===== src/rtl/alu_op_sequencer_if.sv =====
// Command/response handshake bundle between a requester and the ALU sequencer.
// The master side issues commands and consumes responses; the slave side is the sequencer.
interface alu_op_sequencer_if #(
  parameter int W = 4
);
  logic         cmd_valid;
  logic         cmd_ready;
  logic [1:0]   cmd_op;
  logic [W-1:0] cmd_a;
  logic [W-1:0] cmd_b;
  logic         rsp_valid;
  logic         rsp_ready;
  logic [W-1:0] rsp_data;
  logic         rsp_carry;
  logic [1:0]   rsp_op;

  modport master (
    output cmd_valid, cmd_op, cmd_a, cmd_b, rsp_ready,
    input  cmd_ready, rsp_valid, rsp_data, rsp_carry, rsp_op
  );

  modport slave (
    input  cmd_valid, cmd_op, cmd_a, cmd_b, rsp_ready,
    output cmd_ready, rsp_valid, rsp_data, rsp_carry, rsp_op
  );
endinterface


===== src/rtl/alu_op_sequencer.sv =====
// Transaction front-end for a 4-bit combinational ALU: latches one command onto the ALU
// inputs, waits a settle window, captures the result and presents it as a response.
module alu_op_sequencer #(
   parameter int W          = 4,
   parameter int SETTLE_CYC = 1,
   parameter int CNT_W      = 8
) (
   input  logic                 clk,
   input  logic                 rst,
   alu_op_sequencer_if.slave    bus,
   output logic                 alu_s0_o,
   output logic                 alu_s1_o,
   output logic [W-1:0]         alu_a_o,
   output logic [W-1:0]         alu_b_o,
   input  logic [W-1:0]         alu_sum_i,
   input  logic                 alu_carry_i,
   input  logic [2:0]           alu_y_i,
   input  logic [W-1:0]         alu_y_and_i,
   output logic [CNT_W-1:0]     ops_done_o
);

   localparam logic [1:0] IDLE   = 2'd0;
   localparam logic [1:0] SETTLE = 2'd1;
   localparam logic [1:0] RESP   = 2'd2;

   localparam logic [3:0] SETTLE_LAST = 4'(SETTLE_CYC - 1);

   localparam logic [1:0] OP_ADD  = 2'b00;
   localparam logic [1:0] OP_SUB  = 2'b01;
   localparam logic [1:0] OP_COMP = 2'b10;

   logic [1:0]       state_q,     state_d;
   logic [3:0]       cnt_q,       cnt_d;
   logic [1:0]       op_q,        op_d;
   logic [W-1:0]     a_q,         a_d;
   logic [W-1:0]     b_q,         b_d;
   logic             rsp_valid_q, rsp_valid_d;
   logic [W-1:0]     rsp_data_q,  rsp_data_d;
   logic             rsp_carry_q, rsp_carry_d;
   logic [1:0]       rsp_op_q,    rsp_op_d;
   logic [CNT_W-1:0] ops_done_q,  ops_done_d;

   function automatic logic [W-1:0] sel_data(input logic [1:0]   op,
                                             input logic [W-1:0] sum,
                                             input logic [2:0]   y,
                                             input logic [W-1:0] y_and);
      case (op)
         OP_ADD, OP_SUB: sel_data = sum;
         OP_COMP:        sel_data = {{(W-3){1'b0}}, y};
         default:        sel_data = y_and;
      endcase
   endfunction

   function automatic logic sel_carry(input logic [1:0] op, input logic carry);
      sel_carry = ((op == OP_ADD) || (op == OP_SUB)) ? carry : 1'b0;
   endfunction

   always_comb begin
      state_d     = state_q;
      cnt_d       = cnt_q;
      op_d        = op_q;
      a_d         = a_q;
      b_d         = b_q;
      rsp_valid_d = rsp_valid_q;
      rsp_data_d  = rsp_data_q;
      rsp_carry_d = rsp_carry_q;
      rsp_op_d    = rsp_op_q;
      ops_done_d  = ops_done_q;
      case (state_q)
         IDLE: begin
            if (bus.cmd_valid) begin
               op_d    = bus.cmd_op;
               a_d     = bus.cmd_a;
               b_d     = bus.cmd_b;
               cnt_d   = 4'd0;
               state_d = SETTLE;
            end
         end
         SETTLE: begin
            cnt_d = cnt_q + 4'd1;
            // The ALU is purely combinational; its outputs are sampled only at the window's end.
            if (cnt_q == SETTLE_LAST) begin
               rsp_data_d  = sel_data(op_q, alu_sum_i, alu_y_i, alu_y_and_i);
               rsp_carry_d = sel_carry(op_q, alu_carry_i);
               rsp_op_d    = op_q;
               rsp_valid_d = 1'b1;
               state_d     = RESP;
            end
         end
         RESP: begin
            if (bus.rsp_ready) begin
               rsp_valid_d = 1'b0;
               ops_done_d  = ops_done_q + 1'b1;
               state_d     = IDLE;
            end
         end
         default: state_d = IDLE;
      endcase
   end

   always_ff @(posedge clk or posedge rst) begin
      if (rst) begin
         state_q     <= IDLE;
         cnt_q       <= 4'd0;
         op_q        <= 2'b00;
         a_q         <= '0;
         b_q         <= '0;
         rsp_valid_q <= 1'b0;
         rsp_data_q  <= '0;
         rsp_carry_q <= 1'b0;
         rsp_op_q    <= 2'b00;
         ops_done_q  <= '0;
      end else begin
         state_q     <= state_d;
         cnt_q       <= cnt_d;
         op_q        <= op_d;
         a_q         <= a_d;
         b_q         <= b_d;
         rsp_valid_q <= rsp_valid_d;
         rsp_data_q  <= rsp_data_d;
         rsp_carry_q <= rsp_carry_d;
         rsp_op_q    <= rsp_op_d;
         ops_done_q  <= ops_done_d;
      end
   end

   assign bus.cmd_ready = (state_q == IDLE);
   assign bus.rsp_valid = rsp_valid_q;
   assign bus.rsp_data  = rsp_data_q;
   assign bus.rsp_carry = rsp_carry_q;
   assign bus.rsp_op    = rsp_op_q;

   assign alu_s0_o   = op_q[0];
   assign alu_s1_o   = op_q[1];
   assign alu_a_o    = a_q;
   assign alu_b_o    = b_q;
   assign ops_done_o = ops_done_q;

endmodule


===== src/flat_wrapper.sv =====
// flat-port wrapper written by rule: the top's interface ports become plain ports
module alu_op_sequencer_flat 
#(
   parameter int W          = 4,
   parameter int SETTLE_CYC = 1,
   parameter int CNT_W      = 8
)
  (clk, rst, alu_s0_o, alu_s1_o, alu_a_o, alu_b_o, alu_sum_i, alu_carry_i, alu_y_i, alu_y_and_i, ops_done_o, bus_cmd_valid, bus_cmd_op, bus_cmd_a, bus_cmd_b, bus_rsp_ready, bus_cmd_ready, bus_rsp_valid, bus_rsp_data, bus_rsp_carry, bus_rsp_op);
  alu_op_sequencer_if #(.W(W)) bus_i ();
  input  logic clk;
  input  logic rst;
  output logic alu_s0_o;
  output logic alu_s1_o;
  output logic [W-1:0] alu_a_o;
  output logic [W-1:0] alu_b_o;
  input  logic [W-1:0] alu_sum_i;
  input  logic alu_carry_i;
  input  logic [2:0] alu_y_i;
  input  logic [W-1:0] alu_y_and_i;
  output logic [CNT_W-1:0] ops_done_o;
  input wire logic [$bits(bus_i.cmd_valid)-1:0] bus_cmd_valid;
  input wire logic [$bits(bus_i.cmd_op)-1:0] bus_cmd_op;
  input wire logic [$bits(bus_i.cmd_a)-1:0] bus_cmd_a;
  input wire logic [$bits(bus_i.cmd_b)-1:0] bus_cmd_b;
  input wire logic [$bits(bus_i.rsp_ready)-1:0] bus_rsp_ready;
  output wire logic [$bits(bus_i.cmd_ready)-1:0] bus_cmd_ready;
  output wire logic [$bits(bus_i.rsp_valid)-1:0] bus_rsp_valid;
  output wire logic [$bits(bus_i.rsp_data)-1:0] bus_rsp_data;
  output wire logic [$bits(bus_i.rsp_carry)-1:0] bus_rsp_carry;
  output wire logic [$bits(bus_i.rsp_op)-1:0] bus_rsp_op;
  assign bus_i.cmd_valid = bus_cmd_valid;
  assign bus_i.cmd_op = bus_cmd_op;
  assign bus_i.cmd_a = bus_cmd_a;
  assign bus_i.cmd_b = bus_cmd_b;
  assign bus_i.rsp_ready = bus_rsp_ready;
  assign bus_cmd_ready = bus_i.cmd_ready;
  assign bus_rsp_valid = bus_i.rsp_valid;
  assign bus_rsp_data = bus_i.rsp_data;
  assign bus_rsp_carry = bus_i.rsp_carry;
  assign bus_rsp_op = bus_i.rsp_op;
  alu_op_sequencer #(.W(W), .SETTLE_CYC(SETTLE_CYC), .CNT_W(CNT_W)) u_core (.clk(clk), .rst(rst), .bus(bus_i), .alu_s0_o(alu_s0_o), .alu_s1_o(alu_s1_o), .alu_a_o(alu_a_o), .alu_b_o(alu_b_o), .alu_sum_i(alu_sum_i), .alu_carry_i(alu_carry_i), .alu_y_i(alu_y_i), .alu_y_and_i(alu_y_and_i), .ops_done_o(ops_done_o));
endmodule

===== config.mk =====
export PLATFORM = sky130hd
export DESIGN_NAME = alu_op_sequencer_flat
export DESIGN_NICKNAME = d
export VERILOG_FILES = /design/src/rtl/alu_op_sequencer_if.sv /design/src/rtl/alu_op_sequencer.sv /design/src/flat_wrapper.sv
export SDC_FILE = /design/constraint.sdc
export NUM_CORES = 1
export LEC_CHECK = 0
export CAP_MARGIN = 15
export CELL_PAD_IN_SITES_DETAIL_PLACEMENT = 0
export CELL_PAD_IN_SITES_GLOBAL_PLACEMENT = 1
export CORE_AREA = 2 2 67 69
export DETAILED_ROUTE_END_ITERATION = 8
export DIE_AREA = 0 0 69 71
export PLACE_DENSITY = 0.87
export RECOVER_POWER = 50
export SYNTH_ARGS = -nofsm -noshare
export SYNTH_HDL_FRONTEND = slang
export SYNTH_SLANG_ARGS = --single-unit

===== constraint.sdc =====
create_clock -name clk -period 3.1 [get_ports clk]
set_input_delay 0.465 -clock clk [delete_from_list [all_inputs] [get_ports clk]]
set_output_delay 0.465 -clock clk [all_outputs]
set_load 0.005 [all_outputs]

After elaboration in Yosys (flattened, before gate mapping)
Index checks and enable logic that the tools add are counted.

word-level totals
  bits in registers = 32
  output and inout port bits = 27
  word-level logic and storage cells = 43

operators by class
  $add $sub $neg = 2
  eq/ne operators = 7
  muxes and demuxes = 11
  reduce and logical (&&, ||, !) cells = 13

operators with widths
  kind                 number
  $pmux 4 s2           2
  $add 8x1->8 const B  1
  $reduce_and 2->1     4
  $mux 2               3
  $pmux 2 s3           1
  $reduce_and 3->1     2
  $add 4x1->4 const B  1
  $eq 2x1->1 const B   2
  $eq 2x2->1 const B   2
  $logic_not 2->1      2
  $logic_not 4->1      1
  $mux 4               1
  $ne 2x2->1 const B   2
  $reduce_bool 2->1    2
  $mux 1               3
  $ne 2x1->1 const B   1
  $pmux 1 s2           1
  $reduce_or 2->1      1
  $logic_or 1x1->1     1

Logic depth before layout (Yosys ltp)
  depth after elaboration = 3
  depth in mapped cells = 5
  depth with buffers taken out = 5

Least setup slack after synthesis
OpenSTA, ideal clock, no wires.

  kind = reg-to-reg
  start = register u_core.cnt_q[0]
  end = register u_core.rsp_carry_q, in the netlist u_core.bus.rsp_carry
  setup time = 0.125 ns
  data arrival time = 1.218 ns
  required time = 2.975 ns
  path slack = 1.758 ns
  stages on the path, launching flop included = 6
  buffers on the path = 0
  clock period less this slack = 1.342 ns
  path through = dfrtp_1 inv_1 ha_1 nor3b_2 nand2_2 mux2_2

between the ends
  longest elaborated chain between the ends = 2

RTL lines
  item                               RTL line                 source
  start: declaration                 alu_op_sequencer.sv:33   logic [3:0] cnt_q, cnt_d;
  start signal: assignment           alu_op_sequencer.sv:115  cnt_q <= cnt_d;
  $logic_not 4->1                    alu_op_sequencer.sv:82   if (cnt_q == SETTLE_LAST) begin
  $reduce_and 2->1 (no source line)  -
  end signal: assignment             alu_op_sequencer.sv:121  rsp_carry_q <= rsp_carry_d;
  end: declaration                   alu_op_sequencer.sv:39   logic rsp_carry_q, rsp_carry_d;

No other way between the ends.
A chain may end at the register's enable or synchronous reset.

==> run_results.csv <==
group,metric,value,unit
clock_tree,post_cts_resize_count,0,
grt,grt-ovfl-total,0,
layout,area_growth,46.21,%
grt,grt_usage,12.44,%
synthesis,synthSimpleGateAreaFrac,10.49,%
critical_path,cp.required,3.18,ns
outcome,violations,"max-capacitance violations, max-slew violations",
route,route.detailed.drc,0,
clock_tree,cts_tree,"built",
clock_tree,clk_pin_slew_worst_paths,0.06,ns
sta,finalCriticalPeriod,2.157,ns
layout,antennaDiodeCount,0,
synthesis,yosysUniqueCellTypes,29,
sta,setup_viol,0,
sta,slew_viol_final,33,
clock_tree,cts.htree.levels,2,
layout,fin_cells,220,
route,vias,1063,
critical_path,arrival,2.24,ns
clock_tree,worstSkewPairLatency,0.27,ns
sta,fin_skew,0.007224,ns
route,dr.pass1.iters,4,
synthesis,ys_seq_area_share,56.44,%
synthesis,muxShareOfSynthArea,17.20,%
synthesis,synth_cells,112,
route,routed_wl,2869,µm
clock_tree,hold_buffers,0,
synthesis,synth_top_family_by_area,"multiplexers",
clock_tree,cts_root_buf,"clkbuf_8",
clock_tree,numCtsBuffers,5,
floorplanning,start_util,33.75,%
route,wire_per_inst,13.04,µm
sta,fin_setup_tns,0,ns
clock_tree,cts_buffer_depth,2,
grt,antenna_found_initial,0,
clock_tree,post_cts_buffers,0,
synthesis,synth_area_per_cell,12.67,µm²
outcome,run_status,"complete, but fails checks",
placed_design,dp_hpwl,2149,µm
critical_path,cpPeakStageDelay,1.18,ns
synthesis,synth_nets,141,
layout,mostFrequentLayoutCells,"clkdlybuf4s50_1, dfrtp_1, mux2_2, xnor2_1",
grt,grt_pass1_wl,4933,µm
critical_path,cp-start-kind,"input pin",
sta,period_share,69.59,%
layout,nFillCells,370,
clock_tree,cts_num_sinks,32,
critical_path,endpoint_kind,"async pin",
floorplanning,rows,24,
sta,rsz0062_at_grt,"false",
layout,drive_gt1_share,15.48,%
sta,fmax,0.4635,GHz
sta,slew_headroom,-9.597,%
placed_design,portBuffers,52,
synthesis,synth_seq_cells,32,
synthesis,synth_adder_area_share,2.646,%
sta,setup_slack,0.9427,ns
hold_path,worst_hold_path_type,"register to register",
placed_design,gp_routability_congestion,0.8061,
route,antenna_left,0,
grt,grt_pass1_vias,1035,
synthesis,netlist_area,1419,µm²
layout,layout.nets,196,
critical_path,crit_fanout,32,
sta,worst-slew-pin-transition,1.644,ns
synthesis,synth-compound-area-share,5.203,%
critical_path,worstPathCellList,"dlygate4sd3_1 -> inv_1 -> clkbuf_1",
synthesis,ys.warnings.count,0,
power,p_leak,0.0008898,µW
route,viasPerCell,4.832,
critical_path,critPathSlowestCell,"clkbuf_1",
floorplanning,core_area,4204,µm²
job,maxCapViolCount,1,
floorplanning,die_w,69,µm
floorplanning,die_y,71,µm
floorplanning,die-area,4899,µm²
route,drtIter0Drc,75,
power,peakVddDrop,0.2671,mV
floorplanning,num_io_pins,53,
placed_design,post-place-ws,1.193,ns
layout,layout_commonest_cell,"clkdlybuf4s50_1",
grt,grt_max_degree,33,
sta,hold_viol,0,
placed_design,dp.cells,212,
synthesis,synth_xor_area_share,4.321,%
power,powerDensity,900.2,nW/µm²
critical_path,critical_path_class,"input pin to async pin",
-- report_power, final --
part / leakage [µW] / total [µW] / switching (µW) / internal (µW)
sequential: 0.000395 / 753 / 161 / 592
combinational: 0.000440 / 736 / 238 / 498
clock: 0.0000552 / 379 / 141 / 238
total: 0.000890 / 1870 / 540 / 1330
-- state kept, by name (all words and copies together), names as in the netlist --
register and flops:
u_core.alu_a_o 4, u_core.alu_b_o 4, u_core.bus.rsp_carry 1, u_core.bus.rsp_data 4, u_core.bus.rsp_op 2, u_core.bus.rsp_valid 1
u_core.cnt_q 4, u_core.op_q 2, u_core.ops_done_o 8, u_core.state_q 2
-- kinds of logic after synthesis --
family | count (synthesis)
flops | 32
simple gates | 26
mux | 22
compound gates | 12
buf+inv | 10
xor+xnor | 7
fa+ha+maj | 3
-- area by class of cell --
cell class / count / area [µm²] / share of cell area, %
flip-flops and latches: 32 / 800.8 / 38.60
multi-input cells: 70 / 558.0 / 26.90
repair buffers: 53 / 524.3 / 25.27
clock buffers: 6 / 72.57 / 3.498
well taps: 52 / 65.06 / 3.136
clock inverters: 2 / 35.03 / 1.689
inverters: 5 / 18.77 / 0.9047
-- synth_stat cells, drive strengths merged --
cell,number,share of area [%]
clkbuf,2,0.53
xnor2,6,3.7
mux2,19,15
and2b,1,0.53
a21oi,4,1.4
ha,3,2.6
xor2,1,0.62
o21bai,1,0.53
inv,5,1.3
nand3,3,1.1
nor2,5,1.5
and2,1,0.44
and3,2,0.88
nand4,4,1.8
nor2b,1,0.44
a22o,2,1.2
nand2,5,1.5
o21ai,4,1.4
mux2i,3,2.1
buf,3,1.9
o311ai,1,0.62
dfrtp,32,56
nor3b,1,0.88
and3b,1,0.62
nand2b,2,0.88
-- metrics by stage --
stage	utilization (%)	cell area (µm²)	total power, µW	hold slack, ns
3_3_place_gp	47.05	1978	1487	0.4636
5_1_grt	49.35	2074	2006	0.4945
2_1_floorplan	-	1419	1125	0.4683
3_5_place_dp	47.05	1978	1520	0.4669
4_1_cts	49.61	2086	1906	0.4798
6_report	49.35	2074	1867	0.4721
-- worst max-delay path: cells and delay by family --
kind	cells	cell delay, ns
buf+inv	3	1.76
-- routing by layer --
layer	vias up	wire length, µm	track usage (%)
li1	494	-	-
met1	519	1261	16.10
met4	0	26	4.575
met2	45	1276	18.16
met3	5	305	5.983
met5	-	0	0
-- worst paths after layout --
| check | depth (start not counted) | slack, ns | to | startpoint |
|---|---|---|---|---|
| worst max-delay path | 3 | 0.94 | u_core.bus.rsp_data[2]$_DFFE_PP0P_ | rst |
| worst min-delay path | 1 | 0.47 | u_core.ops_done_o[7]$_DFFE_PP0P_ | u_core.ops_done_o[7]$_DFFE_PP0P_ |
| worst max register to register | 5 | 1.46 | u_core.bus.rsp_data[0]$_DFFE_PP0P_ | u_core.cnt_q[0]$_DFFE_PP0P_ |
| worst min register to register | 1 | 0.47 | u_core.ops_done_o[7]$_DFFE_PP0P_ | u_core.ops_done_o[7]$_DFFE_PP0P_ |
| max in group clk | 2 | 1.21 | bus_cmd_ready | u_core.state_q[0]$_DFFE_PP0P_ |
| min in group asynchronous | 3 | 1.20 | u_core.alu_b_o[3]$_DFFE_PP0P_ | rst |
Power figures use the tool's default switching activity.
==> RTL change 1, RTL diff (same settings) <==
`CNT_W` is set to 8 in 2 places; all go to 6.
--- a/src/rtl/alu_op_sequencer.sv
+++ b/src/rtl/alu_op_sequencer.sv
@@ -3,7 +3,7 @@
 module alu_op_sequencer #(
    parameter int W          = 4,
    parameter int SETTLE_CYC = 1,
-   parameter int CNT_W      = 8
+   parameter int CNT_W      = 6
 ) (
    input  logic                 clk,
    input  logic                 rst,
--- a/src/flat_wrapper.sv
+++ b/src/flat_wrapper.sv
@@ -3,7 +3,7 @@
 #(
    parameter int W          = 4,
    parameter int SETTLE_CYC = 1,
-   parameter int CNT_W      = 8
+   parameter int CNT_W      = 6
 )
   (clk, rst, alu_s0_o, alu_s1_o, alu_a_o, alu_b_o, alu_sum_i, alu_carry_i, alu_y_i, alu_y_and_i, ops_done_o, bus_cmd_valid, bus_cmd_op, bus_cmd_a, bus_cmd_b, bus_rsp_ready, bus_cmd_ready, bus_rsp_valid, bus_rsp_data, bus_rsp_carry, bus_rsp_op);
   alu_op_sequencer_if #(.W(W)) bus_i ();
Interface: changed (resized ops_done_o); port bits go from 53 to 51. No check against the original RTL was run, so the function may have changed too.
==> RTL change 1 against the original RTL <==
- die area stayed put
- critical path type unchanged
- sequential cell count is 2 lower
- synthesized cell count is 3.6% lower
- synthesized area is 2.8% lower
- count of clock-buffer cells in the layout is 2 higher
- power is 1.8% higher
- setup slack better by 140 ps
- largest power group is now combinational logic
- final area is 2.4% lower
- largest cell class unchanged
- wire length is 5.1% higher
==> RTL change 1: results (changes against the original RTL) <==
| Metric | Value |
|---|---|
| Status | completed |
| Mux cell area share after synthesis | 0.2042 (+0.03222) |
| Crit path largest cell delay | 970 ps (-210 ps) |
| XOR/XNOR share of the synthesized area | 0.03176 (-0.01145) |
| Core Util, Final | 0.4815 (-0.01190) |
| Slew @ Worst Pin | 1273 ps (-371.0 ps) |
| Met2 WL post-DR | 1.363 mm (+6.8%) |
| Flop2flop setup slack | 1400 ps (-60 ps) |
| RD Place Congestion | 0.7967 (-1.2%) |
| Maximum vdd drop | 0.3789 mV (+42%) |
| DRT met1 WL | 1.368 mm (+8.5%) |
| Setup ws final | 1081 ps (+138.4 ps) |
| Top routing layer in use | met4 |
| Share of cells above drive strength 1 | 0.1840 (+0.02929) |
| Diode count | 0 (unchanged) |
| Syn Nets | 137 (-2.8%) |
| Commonest cells post-synth | dfrtp_1 (30), mux2_4 (10), mux2_2 (9) |
| # clk buffers | 8 (+2) |
| Synth Area in Adders | 0.02722 (+0.0007682) |
| Critical Path End | u_core.ops_done_o[1]$_DFFE_PP0P_ |
| WL met3 | 241 um (-21%) |
| M3 GR Usage | 0.05128 (-0.008547) |
| M2 GR Usage | 0.1923 (+0.01068) |
| Placed cell area | 1918 um2 (-3.0%) |
| Worst Skew | 3.408 ps (-3.816 ps) |
| CP max FO | 24 (-25%) |
| FF-to-FF End | u_core.bus.rsp_data[2]$_DFFE_PP0P_ |
| Max reg flops | 6 (-2) |
| Hold wc startpoint | u_core.ops_done_o[5]$_DFFE_PP0P_ |
| FILL cells | 394 (+6.5%) |
| DIE AREA | 4899 um2 (unchanged) |
| Buffer share of cell area | 0.2491 (-0.003641) |
| Signal buffers | 51 (-3.8%) |
| Fraction of area in registers | 0.3708 (-0.01518) |
| GRT Total Usage | 0.1299 (+0.005540) |
| DRT iter0 DRCs | 41 (-45%) |
| Final Net Count | 191 (-2.6%) |
| Critical path arrival | 2200 ps (-40 ps) |
| Clk cell area share | 0.05439 (+0.002519) |
| Vias per inst | 4.712 (-2.5%) |
| Area of the multi-input gates | 575.6 um2 (+3.1%) |
| Multi-In Gates | 69 (-1.4%) |
| Initial antenna violation count | 0 (unchanged) |
| Sequential cell area fraction in the yosys report | 0.5445 (-0.01991) |
| Hold path endpoint | u_core.ops_done_o[5]$_DFFE_PP0P_ |
| Ys async rst share | 1.000 (unchanged) |
| Buffers on Ports | 50 (-3.8%) |
| Post-place setup slack | 1246 ps (+52.79 ps) |
| Wire length of the first global-routing pass | 5.037 mm (+2.1%) |
| Count of cell types in the netlist | 30 (+3.4%) |
| Synth Area in Compound Gates | 0.04991 (-0.002119) |
| Sequential cell count | 30 (-6.3%) |
| LEAKAGE | 0.8995 nW (+1.1%) |
| Post-DP HPWL | 2.179 mm (+1.4%) |
## RTL change 1: cell types whose count changed in the layout (fill, tap and decap cells not counted), sizes merged, moves of 3 or more
cell / unedited run / this run
nand4: 4 / 0
xnor2: 6 / 1
nor2: 5 / 8
xor2: 1 / 4
nand2: 5 / 8
## RTL change 1: power by group
group          internal, mW  switching [mW]  leakage (nW)
registers             0.566           0.165         0.367
logic                 0.550           0.257         0.475
clock network         0.224           0.139        0.0575
total                  1.34           0.561         0.899
## RTL change 1: stage by stage
stage / hold WS (ps) / instances / power, mW
finish: 482.9 / 215 / 1.901
global route: 485.5 / 215 / 2.036
CTS: 482.2 / 214 / 1.936
detailed placement: 461.5 / 206 / 1.554
global placement: 462.8 / 206 / 1.529
floorplan: 464.7 / 108 / 1.157
## RTL change 1: worst max-delay path, delay by kind of cell
kind	cells	cell delay, ps
buffers and inverters	3	1730
==> RTL change 2, RTL diff (config.mk and constraints unchanged) <==
Made on the original files. `a_q`, `b_q` and `rsp_data_q` no longer have a reset.
--- a/src/rtl/alu_op_sequencer.sv
+++ b/src/rtl/alu_op_sequencer.sv
@@ -103,10 +103,7 @@
          state_q     <= IDLE;
          cnt_q       <= 4'd0;
          op_q        <= 2'b00;
-         a_q         <= '0;
-         b_q         <= '0;
          rsp_valid_q <= 1'b0;
-         rsp_data_q  <= '0;
          rsp_carry_q <= 1'b0;
          rsp_op_q    <= 2'b00;
          ops_done_q  <= '0;
@@ -114,14 +111,17 @@
          state_q     <= state_d;
          cnt_q       <= cnt_d;
          op_q        <= op_d;
-         a_q         <= a_d;
-         b_q         <= b_d;
          rsp_valid_q <= rsp_valid_d;
-         rsp_data_q  <= rsp_data_d;
          rsp_carry_q <= rsp_carry_d;
          rsp_op_q    <= rsp_op_d;
          ops_done_q  <= ops_done_d;
       end
+   end
+
+   always_ff @(posedge clk) begin
+      a_q        <= a_d;
+      b_q        <= b_d;
+      rsp_data_q <= rsp_data_d;
    end
 
    assign bus.cmd_ready = (state_q == IDLE);
Behaviour: not the same (a bounded check fails within 4 cycles, from zero or initial values and one cycle with rst high).
==> RTL change 2 against the original RTL <==
- clock power fell by 18%
- wire length rose by 2.7%
- combinational power fell by 26%
- setup slack improved by 220 ps
- sequential power fell by 3.6%
- via count fell by 7.1%
- sequential share of layout area rose by 4.3 points
- first-iteration DRC count fell by 67%
- sequential cell count did not move
- final area fell by 3.4%
- power fell by 15%
- largest power group unchanged
- register-to-register slack improved by 60 ps
- synthesized area fell by 3.1%
==> RTL change 2: results (changes against the original RTL) <==
| Metric | Value |
|---|---|
| HP Class | reg -> reg |
| Crit path largest cell delay | 520 ps (-660 ps) |
| Final Net Count | 188 (-4.1%) |
| FILL cells | 389 (+5.1%) |
| Clock Pin Slew Worst Setup and Hold Paths | 70 ps |
| Synth Area in Adders | 0.02730 (+0.0008425) |
| Wire length of the first global-routing pass | 4.933 mm (unchanged) |
| Max reg flops | 8 (unchanged) |
| CP max FO | 10 (-69%) |
| Critical path arrival | 1470 ps (-770 ps) |
| Pin count of the biggest net entering global routing | 21 (-36%) |
| WL per Instance | 13.90 um (+6.6%) |
| Sequential cell area fraction in the yosys report | 0.6260 (+0.06165) |
| Diode count | 0 (unchanged) |
| Clk_lat worst skew | 280 ps |
| Worst Skew | 9.561 ps (+2.337 ps) |
| LEAKAGE | 0.8300 nW (-6.7%) |
| Buffers on Ports | 52 (unchanged) |
| Yosys warnings | 0 (unchanged) |
| Maximum vdd drop | 0.3127 mV (+17%) |
| Share of cells above drive strength 1 | 0.1063 (-0.04851) |
| Slew @ Worst Pin | 759.2 ps (-884.7 ps) |
| Setup repair bufs after CTS | 0 (unchanged) |
| XOR/XNOR share of the synthesized area | 0.04459 (+0.001376) |
| Most area-consuming cells after synthesis | dfrtp_1 (36%), edfxtp_1 (26%), mux2_2 (5.7%) |
| CTS root buf | clkbuf_8 |
| Number of synthesized flops with an enable pin | 12 (+12) |
| Status | completed |
| Pre-antenna DRT Iters | 4 (unchanged) |
| Post-DP HPWL | 2.227 mm (+3.7%) |
| RD Place Congestion | 0.7608 (-5.6%) |
| Total CTS buffers | 5 (unchanged) |
| PostCTS Resize Cnt | 0 (unchanged) |
| CP max-delay cell | clkdlybuf4s50_1 |
| Vias | 987 (-7.1%) |
| Syn Nets | 133 (-5.7%) |
| Top FF cell, synth | dfrtp_1 |
| Count of cell types in the netlist | 29 (unchanged) |
| Synth Area in Compound Gates | 0.05005 (-0.001983) |
| Initial antenna violation count | 0 (unchanged) |
| CTS Buffer Depth | 2 (unchanged) |
| H-tree Lvls | 2 (unchanged) |
| Vias in the first global route | 1,017 (-1.7%) |
| Ys async rst share | 0.6250 (-0.3750) |
| Commonest cells post-synth | dfrtp_1 (20), edfxtp_1 (12) |
| Mux cell area share after synthesis | 0.07916 (-0.09279) |
| DRT iter0 DRCs | 25 (-67%) |
| Post-place setup slack | 1238 ps (+45.53 ps) |
| GRT Total Usage | 0.1301 (+0.005737) |
-- RTL change 2: logic make-up (layout without fill, tap and decap cells) --
kind of cell               count (synthesis)  in the layout
adders and majority gates                  3              3
buffers and inverters                     11             67
xor gates and xnor gates                   7              7
DFF                                       32             32
AOI/OAI and AO/OA                         11             11
and+or+nand+nor                           30             30
muxes                                     10             10
-- RTL change 2: power by group --
part | internal (mW) | switching, mW | total (mW)
clock | 0.156 | 0.153 | 0.309
sequential | 0.588 | 0.138 | 0.726
combinational | 0.340 | 0.204 | 0.544
-- RTL change 2: critical path, delay by kind of cell (launching register included) --
kind	cells	cell delay (ps)
buffers and inverters	1	520
DFF	1	480
and+or+nand+nor	1	190
-- RTL change 2: path summary, 6_finish.rpt --
check / from / to / slack [ps] / depth (start not counted)
min in group asynchronous: rst / u_core.ops_done_o[2]$_DFFE_PP0P_ / 750 / 2
hold reg to reg: u_core.bus.rsp_valid$_DFFE_PP0P_ / u_core.bus.rsp_valid$_DFFE_PP0P_ / 490 / 2
setup / recovery: u_core.state_q[0]$_DFFE_PP0P_ / bus_cmd_ready / 1160 / 2
max in group asynchronous: rst / u_core.cnt_q[0]$_DFFE_PP0P_ / 1870 / 2
setup reg to reg: u_core.state_q[0]$_DFFE_PP0P_ / u_core.op_q[1]$_DFFE_PP0P_ / 1520 / 3
hold / removal: u_core.bus.rsp_valid$_DFFE_PP0P_ / u_core.bus.rsp_valid$_DFFE_PP0P_ / 490 / 2
-- RTL change 2: per-stage QoR --
step | instances | power, mW | cell area [um2]
after floorplan | 104 | 1.005 | 1375
after global placement | 204 | 1.270 | 1934
after detailed placement | 204 | 1.301 | 1934
after CTS | 212 | 1.615 | 2022
after global routing | 212 | 1.692 | 2004
final | 212 | 1.579 | 2004
-- RTL change 2: per-layer routing --
layer  track usage  part of all wire
met5             0                 0
met3       0.05413             0.064
met4       0.05447             0.018
met1        0.1453              0.40
met2        0.2201              0.51
-- RTL change 2: layout make-up --
type | count | share of cell area
inverter | 7 | 0.01311
timing repair buffer | 52 | 0.2597
clock buffer | 5 | 0.03433
sequential | 32 | 0.4295
clock inverter | 3 | 0.009363
tap | 52 | 0.03246
multi-input combinational | 61 | 0.2216
